**config.mk**
```make
export PLATFORM = sky130hd
export DESIGN_NAME = hpdl1414_scan
export DESIGN_NICKNAME = d
export VERILOG_FILES = /design/src/rtl/hpdl1414_scan.sv
export SDC_FILE = /design/constraint.sdc
export NUM_CORES = 1
export LEC_CHECK = 0
export BUFFER_PORTS_ARGS = -buffer_cell sky130_fd_sc_hd__buf_2
export CAP_MARGIN = 20
export CELL_PAD_IN_SITES_DETAIL_PLACEMENT = 1
export CELL_PAD_IN_SITES_GLOBAL_PLACEMENT = 1
export CORE_ASPECT_RATIO = 0.8
export CORE_MARGIN = 3
export CORE_UTILIZATION = 34
export DETAILED_ROUTE_END_ITERATION = 7
export PLACE_DENSITY = 0.65
export SYNTH_ARGS = -nofsm -noshare
export SYNTH_HDL_FRONTEND = slang
export SYNTH_SLANG_ARGS = --single-unit
```
**constraint.sdc**
```tcl
create_clock -name i_clk -period 3.65 [get_ports i_clk]
set_clock_uncertainty 0.2 [all_clocks]
set_input_delay 0.365 -clock i_clk [delete_from_list [all_inputs] [get_ports i_clk]]
set_output_delay 0.365 -clock i_clk [all_outputs]
set_load 0.05 [all_outputs]
```
**src/rtl/hpdl1414_scan.sv**
```systemverilog
// hpdl1414_scan: sweeps the 16-char display buffer and replays each
// character into four HPDL-1414 displays with a timed WR strobe.
module hpdl1414_scan #(
  parameter int REFRESH_DIV = 250000,
  parameter int SETUP_CYC   = 2,
  parameter int WR_CYC      = 4,
  parameter int HOLD_CYC    = 2
) (
  input  logic       i_clk,
  input  logic       i_rst,
  input  logic       i_enable,
  output logic       o_rd_en,
  output logic [3:0] o_rd_addr,
  input  logic [7:0] i_rd_data,
  output logic [3:0] o_disp_wr_n,
  output logic [1:0] o_disp_addr,
  output logic [6:0] o_disp_data,
  output logic       o_busy,
  output logic       o_frame_done
);

  localparam int RW = (REFRESH_DIV > 1) ? $clog2(REFRESH_DIV) : 1;
  localparam int PM_SW = (SETUP_CYC > WR_CYC) ? SETUP_CYC : WR_CYC;
  localparam int PMAX  = (PM_SW > HOLD_CYC) ? PM_SW : HOLD_CYC;
  localparam int CW = (PMAX > 1) ? $clog2(PMAX) : 1;

  localparam logic [RW-1:0] REF_LAST = RW'(REFRESH_DIV - 1);
  localparam logic [CW-1:0] SU_LAST  = CW'(SETUP_CYC - 1);
  localparam logic [CW-1:0] WR_LAST  = CW'(WR_CYC - 1);
  localparam logic [CW-1:0] HD_LAST  = CW'(HOLD_CYC - 1);

  typedef enum logic [2:0] {
    IDLE,
    READ,
    WAIT,
    SETUP,
    STROBE,
    HOLD
  } state_t;

  state_t        state;
  state_t        state_n;
  logic [3:0]    idx;
  logic [3:0]    idx_n;
  logic [CW-1:0] cyc;
  logic [RW-1:0] ref_cnt;
  logic          tick;

  logic          rd_en_n;
  logic [3:0]    wr_n_n;
  logic          busy_n;
  logic          done_n;

  // Fold lowercase onto uppercase; anything outside the glyph set is a space.
  function automatic logic [6:0] char_map(input logic [7:0] b);
    logic [6:0] r;
    r = 7'h20;
    unique case (1'b1)
      (!b[7] && (b[6:5] == 2'b11)): r = {2'b10, b[4:0]};
      (!b[7] && (b[6] ^ b[5])):     r = b[6:0];
      default:                      r = 7'h20;
    endcase
    return r;
  endfunction

  assign tick = (ref_cnt == REF_LAST);

  always_ff @(posedge i_clk) begin
    if (i_rst) begin
      ref_cnt <= '0;
    end else if (tick) begin
      ref_cnt <= '0;
    end else begin
      ref_cnt <= ref_cnt + RW'(1);
    end
  end

  always_ff @(posedge i_clk) begin
    if (i_rst) begin
      state <= IDLE;
      idx   <= '0;
      cyc   <= '0;
    end else begin
      state <= state_n;
      idx   <= idx_n;
      cyc   <= (state_n != state) ? '0 : cyc + CW'(1);
    end
  end

  always_comb begin
    state_n = state;
    idx_n   = idx;
    unique case (state)
      IDLE: begin
        if (tick && i_enable) begin
          state_n = READ;
          idx_n   = '0;
        end
      end
      READ: state_n = WAIT;
      WAIT: state_n = SETUP;
      SETUP: begin
        if (cyc == SU_LAST) state_n = STROBE;
      end
      STROBE: begin
        if (cyc == WR_LAST) state_n = HOLD;
      end
      HOLD: begin
        if (cyc == HD_LAST) begin
          if (idx == 4'd15) begin
            state_n = IDLE;
          end else begin
            state_n = READ;
            idx_n   = idx + 4'd1;
          end
        end
      end
      default: state_n = IDLE;
    endcase
  end

  // Output values for the next cycle, so every pin comes straight off a flop.
  always_comb begin
    rd_en_n = (state_n == READ);
    busy_n  = (state_n != IDLE);
    done_n  = (state == HOLD) && (state_n == IDLE);
    wr_n_n  = 4'hF;
    if (state_n == STROBE) wr_n_n[idx_n[3:2]] = 1'b0;
  end

  always_ff @(posedge i_clk) begin
    if (i_rst) begin
      o_rd_en      <= 1'b0;
      o_rd_addr    <= '0;
      o_disp_wr_n  <= 4'hF;
      o_disp_addr  <= '0;
      o_disp_data  <= 7'h20;
      o_busy       <= 1'b0;
      o_frame_done <= 1'b0;
    end else begin
      o_rd_en      <= rd_en_n;
      o_disp_wr_n  <= wr_n_n;
      o_busy       <= busy_n;
      o_frame_done <= done_n;
      if (state_n == READ) o_rd_addr <= idx_n;
      if (state == WAIT) begin
        o_disp_data <= char_map(i_rd_data);
        o_disp_addr <= 2'd3 - idx[1:0];
      end
    end
  end

endmodule

```
# == Word level (Yosys, flattened, before mapping) ==
# Index checks and enable logic that the tools add are counted.
# classes
addsub,4
order_cmp,2
eq_ne,13
n_mux,13
n_bitwise,3
n_reduce_logical,12
# op_table
cell,count
$add 18x1->18 const B,1
$eq 18x18->1 const B,1
$pmux 3 s6,1
$pmux 7 s2,1
$mux 3,4
$mux 4,3
$eq 3x3->1 const B,3
$pmux 4 s2,1
$eq 3x1->1 const B,2
$eq 3x2->1 const B,2
$logic_not 3->1,2
$reduce_or 2->1,3
$logic_and 1x1->1,5
$add 4x1->4 const B,1
$eq 2x2->1 const B,2
$eq 4x4->1 const B,1
$not 4->4,1
$lt 2x3->1 const B,1
$ne 3x3->1,1
$reduce_bool 3->1,1
$add 2x1->2 const B,1
$demux 1 s2,1
$eq 2x1->1 const B,1
$ge 2x1->1 const B,1
other kinds (5),6
# totals
regBits,47
inputBits,11
out_inout_bits,20
wordCells,58

# == Logic depth before layout (Yosys ltp) ==
# Gate-level depths: netlist of run 1.
# logic_depth
ltp_word,9
mapped_depth,7

# == Worst setup path after synthesis of run 1 ==
# No wires, ideal clock.
# synth_timing
kind,register to register
from,reg idx[1]
to,reg cyc[0]
t_arrival_ps,1791
required_time_ps,3375
slack_ps,1584
stages_incl_launch_ff,7
synth_period_minus_slack_ps,2066
cell_sequence,dfxtp_1 > ha_1 > clkbuf_1 > nand3_1 > o221a_2 > or4_1 > o22ai_1
# synth_between
elab_chain_len,6
# synth_rtl
item,line,rtl
from (decl),43,logic [3:0] idx;
from (signal assigned),85,idx <= idx_n;
$eq 4x4->1,110,if (idx == 4'd15) begin
$mux 1,110,
$mux 3,109,if (cyc == HD_LAST) begin
$pmux 3 s6,93,unique case (state)
$ne 3x3->1,86,cyc <= (state_n != state) ? '0 : cyc + CW'(1);
$reduce_or 2->1 (no line),n/a,
to (signal assigned),86,
to (decl),45,logic [CW-1:0] cyc;
# Every way passes these cells.
# A chain may end at the register's enable or synchronous reset.

# == Final worst setup path of run 1 ==
# layout_timing
from,reg idx[0]
to,reg cyc[1]
# The elaborated chain is that of the path after synthesis.

==> flow_summary.json, run 1 <==
{
  "drv_slew": 0,
  "area_growth_syn_to_layout_pct": 14.7,
  "path_cells": "ha_1, nand3_1, o221a_2, or4_1, o22ai_1",
  "clock_latency_ns": 0.30,
  "stdcell_count": 355,
  "initial_core_util_pct": 36.1,
  "numCtsBuffers": 5,
  "rows": 25,
  "rr_worst_depth": 5,
  "final-setup-viol-count": 0,
  "numPortBuffers": 30,
  "regArea_um2": 941,
  "drv_cap": 0,
  "postSynth.asyncResetShare_pct": 0,
  "synth_area_um2": 2200,
  "hold_path.class": "in2reg",
  "antenna_cells": 0,
  "power_density_nw_per_um2": 401,
  "drt-total-wl_um": 4980,
  "hpwl_um": 3600,
  "syn_area_per_cell_um2": 8.81,
  "wl_per_cell_um": 14.0,
  "p_total_mw": 1.01,
  "io_pins": 31,
  "grt_overflow_total": 0,
  "synth-main-ff-cell": "dfxtp_1",
  "cts_hold_buf": 0,
  "ys_seq_elements": 47,
  "p_clk_share_pct": 45.0,
  "die_w_um": 96.0,
  "pwr-share-comb_pct": 3.5,
  "cts_resized": 0,
  "clkSinkCount": 47,
  "clockRootBuffer": "clkbuf_8",
  "core_area_um2": 6100,
  "grt_pass1_wl_um": 8600,
  "outcome": "finished, final reports clean",
  "setup_tns_ns": 0,
  "die-area_um2": 7480,
  "clock_path_buffers": 2,
  "antenna_found_initial": 0,
  "cts_tree": "built",
  "relSlewSlack_pct": 59.4,
  "period_share_pct": 65.7,
  "vias": 1834,
  "track_usage_pct": 14.7,
  "pwr-share-seq_pct": 51.6,
  "yosysWarnings": 0,
  "leakage_nw": 0.888,
  "yosysSeqAreaShare_pct": 42.7,
  "final_util_pct": 41.4,
  "first_pass_iters": 4,
  "drtIter0Drc": 95,
  "fin_crit_ns": 2.40,
  "drive_gt1_share_pct": 18.6,
  "via_per_inst": 5.17,
  "cp.arrival_ns": 2.43,
  "cp_max_fo": 10,
  "synth_edf_count": 0,
  "gp_congestion": 0.721,
  "grt_max_degree": 24,
  "multi_input_area_um2": 1180,
  "rsz0062_at_grt": "no",
  "setup.worst_path.start": "idx[0]$_SDFF_PP0_",
  "cpMaxStageDelayCell": "dfxtp_1",
  "tightest_slew_ns": 0.608,
  "grt_pass1_vias": 1762,
  "fmax_mhz": 417,
  "start_kind": "register",
  "crit_type": "reg2reg",
  "h-tree-depth": 2,
  "n_fill_cell": 734,
  "synth_nets": 266,
  "vdd_drop_max_mv": 0.135,
  "postRouteAntennaNets": 0,
  "holdPathStages": 3,
  "critPathMaxStageDelay_ns": 0.53,
  "swShare_pct": 20.5,
  "die_h_um": 78.0,
  "timing.rr.start": "idx[0]$_SDFF_PP0_",
  "finalHoldViolCount": 0,
  "internal_power_mw": 0.806,
  "drc": 0,
  "p_sw_mw": 0.208,
  "crit_path_end_kind": "register",
  "dp.cells": 347,
  "mostFrequentLayoutCell": "dfxtp_1",
  "syn_inst": 250,
  "required_ns": 3.68,
  "clk_pin_slew_ns": 0.09,
  "cts_setup_buffers": 0,
  "final_nets": 289,
  "yosysUniqueCellTypes": 50,
  "layout_common_cells": "47 x dfxtp_1, 38 x nor2_1, 30 x buf_2, 15 x nand2_1, 15 x a21oi_1",
  "worst_hold_startpoint": "i_rd_data[2]"
}
area by class of cell:
cell class | instances | share of cell area (%)
multi-input combinational | 185 | 46.8
clock buffer | 5 | 2.73
sequential | 47 | 37.3
timing repair buffer | 30 | 5.95
inverter | 4 | 0.595
tap | 81 | 4.01
clock inverter | 3 | 2.68
registers in the layout, indices dropped and copies added, names as in the netlist:
| register | flops |
|---|---|
| ref_cnt | 18 |
| o_disp_data | 7 |
| idx | 4 |
| o_disp_wr_n | 4 |
| o_rd_addr | 4 |
| state | 3 |
| cyc | 2 |
| o_disp_addr | 2 |
| o_busy | 1 |
| o_frame_done | 1 |
| o_rd_en | 1 |
cells by family (layout without fill, tap and decap cells):
family,count (synthesis),count (layout),synth area share [%]
AND/OR/NAND/NOR,107,107,26.3
AO/OA/AOI/OAI,58,58,18.5
flip-flops,47,47,42.7
buffers and inverters,18,42,3.64
XOR/XNOR,15,15,5.97
adder cells (fa/ha/maj),5,5,2.84
path summary, 6_finish.rpt:
kind | endpoint | slack, ns
max | cyc[1]$_SDFF_PP0_ | 1.25
min | o_disp_data[2]$_SDFFE_PP0P_ | 0.1
max reg2reg | cyc[1]$_SDFF_PP0_ | 1.25
min reg2reg | o_rd_addr[1]$_SDFFE_PP0P_ | 0.26
metal layers:
layer / vias to the layer above / global-route usage (%) / wire (µm)
li1: 948 / - / -
met1: 852 / 21.7 / 2750
met2: 29 / 19.4 / 1910
met3: 5 / 4.65 / 262
met4: 0 / 5.54 / 65
met5: - / 0 / 0
metrics by stage:
stage          instance area [µm²]  hold slack, ns  worst slack [ns]
3_5_place_dp                  2390           0.246              1.28
6_report                      2520          0.0985              1.25
2_1_floorplan                 2200           0.230              1.58
4_1_cts                       2520          0.0873              1.25
3_3_place_gp                  2390           0.244              1.21
5_1_grt                       2520           0.100              1.10
power by group through the flow:
stage,logic [mW],registers [mW],clock network [mW]
after floorplan,0.0255,0.533,0
after global placement,0.0361,0.534,0
after detailed placement,0.0356,0.535,0
after CTS,0.0359,0.523,0.472
after global routing,0.0407,0.524,0.498
final,0.0351,0.522,0.456
worst max-delay path, delay by kind of cell, from the launching register on:
kind / cells / cell delay [ns]
adder cells (fa/ha/maj): 1 / 0.43
flip-flops: 1 / 0.53
AO/OA/AOI/OAI: 2 / 0.50
AND/OR/NAND/NOR: 2 / 0.67
cell usage after synthesis, types with 2 or more instances:
cell      instances  area [µm²]
o21ai_0          10        50.1
nand3_1           8        40.0
or3b_2            2        17.5
a22oi_1           5        37.5
a21boi_0          2        15.0
xor2_1            6        52.6
or4_1             4        30.0
and3_1            2        12.5
a21oi_1          15        75.1
o21bai_1          2        15.0
nand2_1          15        56.3
nor2_1           38         143
nand2b_1          2        12.5
dfxtp_1          47         941
or3_1             6        37.5
nor4b_1           2        17.5
o21bai_4          2        37.5
nor3_1            7        35.0
o221a_2           2        22.5
nor2b_1           2        12.5
ha_1              5        62.6
a211oi_1          9        67.6
inv_1             4        15.0
nand4b_1          3        26.3
nand3b_1          3        22.5
o22ai_1           2        12.5
xnor2_1           9        78.8
nand4_1           3        18.8
clkbuf_1         11        41.3
a21o_1            2        15.0
(Power assumes the default switching activity.)
==> run 2, diff against run 1 <==
==> constraint.sdc (replaced) <==
create_clock -name i_clk -period 2.5 [get_ports i_clk]
set_clock_uncertainty 0.2 [all_clocks]
set_input_delay 0.25 -clock i_clk [delete_from_list [all_inputs] [get_ports i_clk]]
set_output_delay 0.25 -clock i_clk [all_outputs]
set_load 0.05 [all_outputs]
==> run 2 against run 1 <==
Critical path depth unchanged. Final area grew 2.7%. First-iteration DRC count is 22% lower. Total power grew 39%. Register-to-register slack worse by 1.1 ns. Maximum frequency rose by 4.3%. Global-route usage increased by 0.84 points. Setup slack worse by 1.1 ns. Hold slack worse by 0.018 ns. Largest power group unchanged.
==> flow_summary.json, run 2 (synthesized netlist as in run 1, its figures left out) <==
{
  "first_pass_iters": 4,
  "final-setup-viol-count": 0,
  "io_pins": 31,
  "drtIter0Drc": 74,
  "hold_path.class": "in2reg",
  "vdd_drop_max_mv": 0.196,
  "drc": 0,
  "tightest_slew_ns": 0.466,
  "clkSinkCount": 47,
  "cp_max_fo": 10,
  "numPortBuffers": 30,
  "start_kind": "register",
  "die_w_um": 96.0,
  "grt_pass1_wl_um": 9040,
  "final_util_pct": 42.5,
  "leakage_nw": 0.931,
  "antenna_found_initial": 0,
  "top_regs": "ref_cnt: 18 flops, o_disp_data: 7 flops",
  "setup_tns_ns": 0,
  "stdcell_count": 365,
  "cts_tree": "built",
  "final_nets": 299,
  "layout_common_cells": "47 x dfxtp_1, 38 x nor2_1, 30 x buf_2, 15 x nand2_1, 15 x a21oi_1",
  "fmax_mhz": 435,
  "cp.arrival_ns": 2.33,
  "finalHoldViolCount": 0,
  "drive_gt1_share_pct": 19.7,
  "required_ns": 2.53,
  "crit_path_end_kind": "register",
  "postRouteAntennaNets": 0,
  "grt_overflow_total": 0,
  "period_share_pct": 91.9,
  "grt_pass1_vias": 1830,
  "drv_cap": 0,
  "outcome": "finished, final reports clean",
  "die_h_um": 78.0,
  "cpMaxStageDelayCell": "dfxtp_1",
  "drt-total-wl_um": 5210,
  "path_cells": "ha_1, nand3_1, o221a_2, or4_1, o22ai_1",
  "clock_path_buffers": 2,
  "clockRootBuffer": "clkbuf_8",
  "mostFrequentLayoutCell": "dfxtp_1",
  "rows": 25,
  "core_area_um2": 6100,
  "power_density_nw_per_um2": 544,
  "drv_slew": 0,
  "hpwl_um": 3770,
  "gp_congestion": 0.743,
  "clk_pin_slew_ns": 0.09,
  "h-tree-depth": 2,
  "numCtsBuffers": 5,
  "via_per_inst": 5.13,
  "die-area_um2": 7480,
  "dp.cells": 352,
  "largest_reg_flops": 18,
  "cpLargestDelayFamily": "simple AND/OR/NAND/NOR gates",
  "track_usage_pct": 15.5,
  "area_growth_syn_to_layout_pct": 17.8,
  "regMostFlops": "ref_cnt",
  "cts_setup_buffers": 0,
  "clock_latency_ns": 0.30,
  "fin_crit_ns": 2.30,
  "critPathMaxStageDelay_ns": 0.51,
  "rsz0062_at_grt": "no",
  "worst-path-buf-inv": 0,
  "vias": 1871,
  "initial_core_util_pct": 36.1,
  "relSlewSlack_pct": 68.5,
  "grt_max_degree": 24,
  "wl_per_cell_um": 14.3,
  "crit_type": "reg2reg",
  "antenna_cells": 0,
  "hold_ws_ns": 0.0806
}
run 2: cell count changes in the layout (fill, tap and decap cells not counted):
cell	delta
clkinv_2	+1
bufinv_16	-1
buf_4	+5
clkbuf_8	+1
dlygate4sd3_1	+5
clkinvlp_4	-1
run 2: repair_timing:
item,4_1_cts,5_1_grt
gates resized for setup,0,0
endpoints found under the hold margin,5,0
hold buffers,5,0
run 2: final timing paths:
check             slack, ns  cells past startpoint                           to                  start
setup / recovery       0.20                      5            cyc[0]$_SDFF_PP0_      idx[0]$_SDFF_PP0_
hold / removal         0.08                      4  o_disp_data[6]$_SDFFE_PP0P_           i_rd_data[7]
setup reg to reg       0.20                      5            cyc[0]$_SDFF_PP0_      idx[0]$_SDFF_PP0_
hold reg to reg        0.27                      1        ref_cnt[0]$_SDFF_PP0_  ref_cnt[0]$_SDFF_PP0_
run 2: routing by layer:
| layer | GRT usage, % | vias to the layer above | routed length [µm] | part of all wire, % |
|---|---|---|---|---|
| met5 | 0 | - | 0 | 0 |
| met3 | 5.23 | 4 | 271 | 5.2 |
| met4 | 4.26 | 0 | 59 | 1.1 |
| li1 | - | 957 | - | - |
| met2 | 21.3 | 33 | 2140 | 41 |
| met1 | 22.7 | 877 | 2740 | 53 |
run 2: metrics by stage:
stage | total power [mW] | cell area (µm²) | setup slack [ns]
after floorplan | 0.816 | 2200 | 0.434
after global placement | 0.835 | 2430 | 0.313
after detailed placement | 0.836 | 2430 | 0.227
after CTS | 1.43 | 2590 | 0.214
after global routing | 1.49 | 2590 | 0.0963
final | 1.41 | 2590 | 0.202
run 2: where the power goes:
group / internal, mW / switching, mW
Clock: 0.324 / 0.263
Combinational: 0.0297 / 0.0317
Sequential: 0.755 / 0.00797
run 2: worst register-to-register path, delay by kind of cell, from the launching register on:
kind	cells	cell delay [ns]
AOI/OAI and AO/OA	2	0.46
and+or+nand+nor	2	0.66
adders and majority gates	1	0.40
DFF	1	0.51
run 2: final cells by class:
| type | instances | area (µm²) |
|---|---|---|
| fill | 740 | 3510 |
| tap | 81 | 101 |
| multi-input combinational | 185 | 1180 |
| clock buffer | 6 | 82.6 |
| sequential | 47 | 941 |
| inverter | 4 | 15.0 |
| clock inverter | 2 | 35.0 |
| timing repair buffer | 40 | 238 |
==> run 3, diff against run 2 <==
--- a/config.mk
+++ b/config.mk
@@ -11,9 +11,10 @@
 export CELL_PAD_IN_SITES_GLOBAL_PLACEMENT = 1
 export CORE_ASPECT_RATIO = 0.8
 export CORE_MARGIN = 3
-export CORE_UTILIZATION = 34
+export CORE_UTILIZATION = 42
 export DETAILED_ROUTE_END_ITERATION = 7
-export PLACE_DENSITY = 0.65
+export MAX_ROUTING_LAYER = met4
+export PLACE_DENSITY = 0.77
 export SYNTH_ARGS = -nofsm -noshare
 export SYNTH_HDL_FRONTEND = slang
 export SYNTH_SLANG_ARGS = --single-unit
==> run 3 against run 2 <==
Routed wire length rose by 2.0%. Total power rose by 4.5%. Setup slack improved by 0.040 ns. Via count rose by 1.7%. Sequential cell count did not move.
==> flow_summary.json, run 3 (synthesized netlist as in run 1, its figures left out) <==
{
  "rows": 22,
  "fin_crit_ns": 2.26,
  "final_nets": 299,
  "mostFrequentLayoutCell": "dfxtp_1",
  "grt_pass1_wl_um": 8990,
  "required_ns": 2.52,
  "clockRootBuffer": "clkbuf_8",
  "via_per_inst": 5.53,
  "drv_cap": 0,
  "die_w_um": 87.0,
  "clock_latency_ns": 0.29,
  "hold_path.class": "in2reg",
  "cpLargestDelayFamily": "simple AND/OR/NAND/NOR gates",
  "met1_length_um": 2750,
  "top_regs": "ref_cnt: 18 flops, o_disp_data: 7 flops",
  "postRouteAntennaNets": 0,
  "clock_path_buffers": 2,
  "die_h_um": 70.8,
  "cp.arrival_ns": 2.28,
  "critPathMaxStageDelay_ns": 0.47,
  "grt_pass1_vias": 1896,
  "drt-total-wl_um": 5320,
  "cp_max_fo": 10,
  "crit_path_end_kind": "register",
  "finalHoldViolCount": 0,
  "cts_tree": "built",
  "highest_layer": "met4",
  "drv_slew": 0,
  "hpwl_um": 3720,
  "dpl_cell_area_um2": 2400,
  "wl_met3_um": 178,
  "clkSinkCount": 47,
  "first_pass_iters": 4,
  "gp_congestion": 0.764,
  "start_kind": "register",
  "fmax_mhz": 443,
  "pre_cts_ws_ns": 0.284,
  "worst-path-buf-inv": 0,
  "period_share_pct": 90.3,
  "cts_setup_buffers": 0,
  "wl_met2_um": 2360,
  "clk_pin_slew_ns": 0.09,
  "power_density_nw_per_um2": 571,
  "hold_ws_ns": 0.0881,
  "rsz0062_at_grt": "no",
  "antenna_found_initial": 0,
  "drive_gt1_share_pct": 19.4,
  "area_growth_syn_to_layout_pct": 17.3,
  "leakage_nw": 0.936,
  "timing.final.ws_setup_ns": 0.242,
  "relSlewSlack_pct": 66.2,
  "cpMaxStageDelayCell": "dfxtp_1",
  "layout_common_cells": "47 x dfxtp_1, 38 x nor2_1, 30 x buf_2, 15 x nand2_1, 15 x a21oi_1",
  "setup_tns_ns": 0,
  "track_usage_pct": 18.7,
  "final_util_pct": 53.6,
  "vdd_drop_max_mv": 0.324,
  "regMostFlops": "ref_cnt",
  "core_area_um2": 4820,
  "tightest_slew_ns": 0.500,
  "final-setup-viol-count": 0,
  "io_pins": 31,
  "drc": 0,
  "die-area_um2": 6150,
  "path_cells": "ha_1, nand3_1, o221a_2, or4_1, o22ai_1",
  "vias": 1903,
  "numCtsBuffers": 5,
  "h-tree-depth": 2,
  "antenna_cells": 0,
  "numPortBuffers": 30,
  "wl_per_cell_um": 15.5,
  "outcome": "finished, final reports clean",
  "fin_area_um2": 2580,
  "crit_type": "reg2reg",
  "grt_max_degree": 24,
  "initial_core_util_pct": 45.7,
  "grt_overflow_total": 0,
  "drtIter0Drc": 73,
  "largest_reg_flops": 18
}
[run 3: cell type report]
type / instances / area (µm²)
Inverter: 4 / 15.0
Clock inverter: 2 / 60.1
Tap cell: 60 / 75.1
Sequential cell: 47 / 941
Multi-Input combinational cell: 185 / 1180
Timing Repair Buffer: 40 / 238
Fill cell: 572 / 2230
Clock buffer: 6 / 72.6
[run 3: repair_timing]
action                    CTS  global route
gates resized for setup     0             0
hold buffers                5             0
hold endpoints to repair    5             0
[run 3: report_power, final]
part | leakage (nW) | switching (mW) | total, mW | internal, mW
logic | 0.491 | 0.0319 | 0.0604 | 0.0285
registers | 0.380 | 0.00755 | 0.763 | 0.755
clock network | 0.0654 | 0.252 | 0.651 | 0.400
[run 3: worst reg2reg max path, cell delays in order, from the launching register on]
cell and delay [ns]:
dfxtp_1 0.47, ha_1 0.40, nand3_1 0.25, o221a_2 0.33
or4_1 0.40, o22ai_1 0.14
[run 3: path summary, 6_finish.rpt]
| check | depth (start not counted) | end | from | slack (ns) |
|---|---|---|---|---|
| max | 5 | cyc[1]$_SDFF_PP0_ | idx[1]$_SDFF_PP0_ | 0.24 |
| min | 4 | o_disp_data[6]$_SDFFE_PP0P_ | i_rd_data[7] | 0.09 |
| max reg2reg | 5 | cyc[1]$_SDFF_PP0_ | idx[1]$_SDFF_PP0_ | 0.24 |
| min reg2reg | 1 | ref_cnt[0]$_SDFF_PP0_ | ref_cnt[0]$_SDFF_PP0_ | 0.27 |
[run 3: stage by stage]
step	cells	total power [mW]
finish	344	1.47
global placement	331	0.832
CTS	344	1.49
detailed placement	331	0.833
global route	344	1.54
floorplan	250	0.816
[run 3: per-layer routing]
layer,vias to the layer above,GRT usage (%)
met2,29,28.1
met4,0,3.63
met5,-,-
met3,2,4.19
li1,967,-
met1,905,25.8
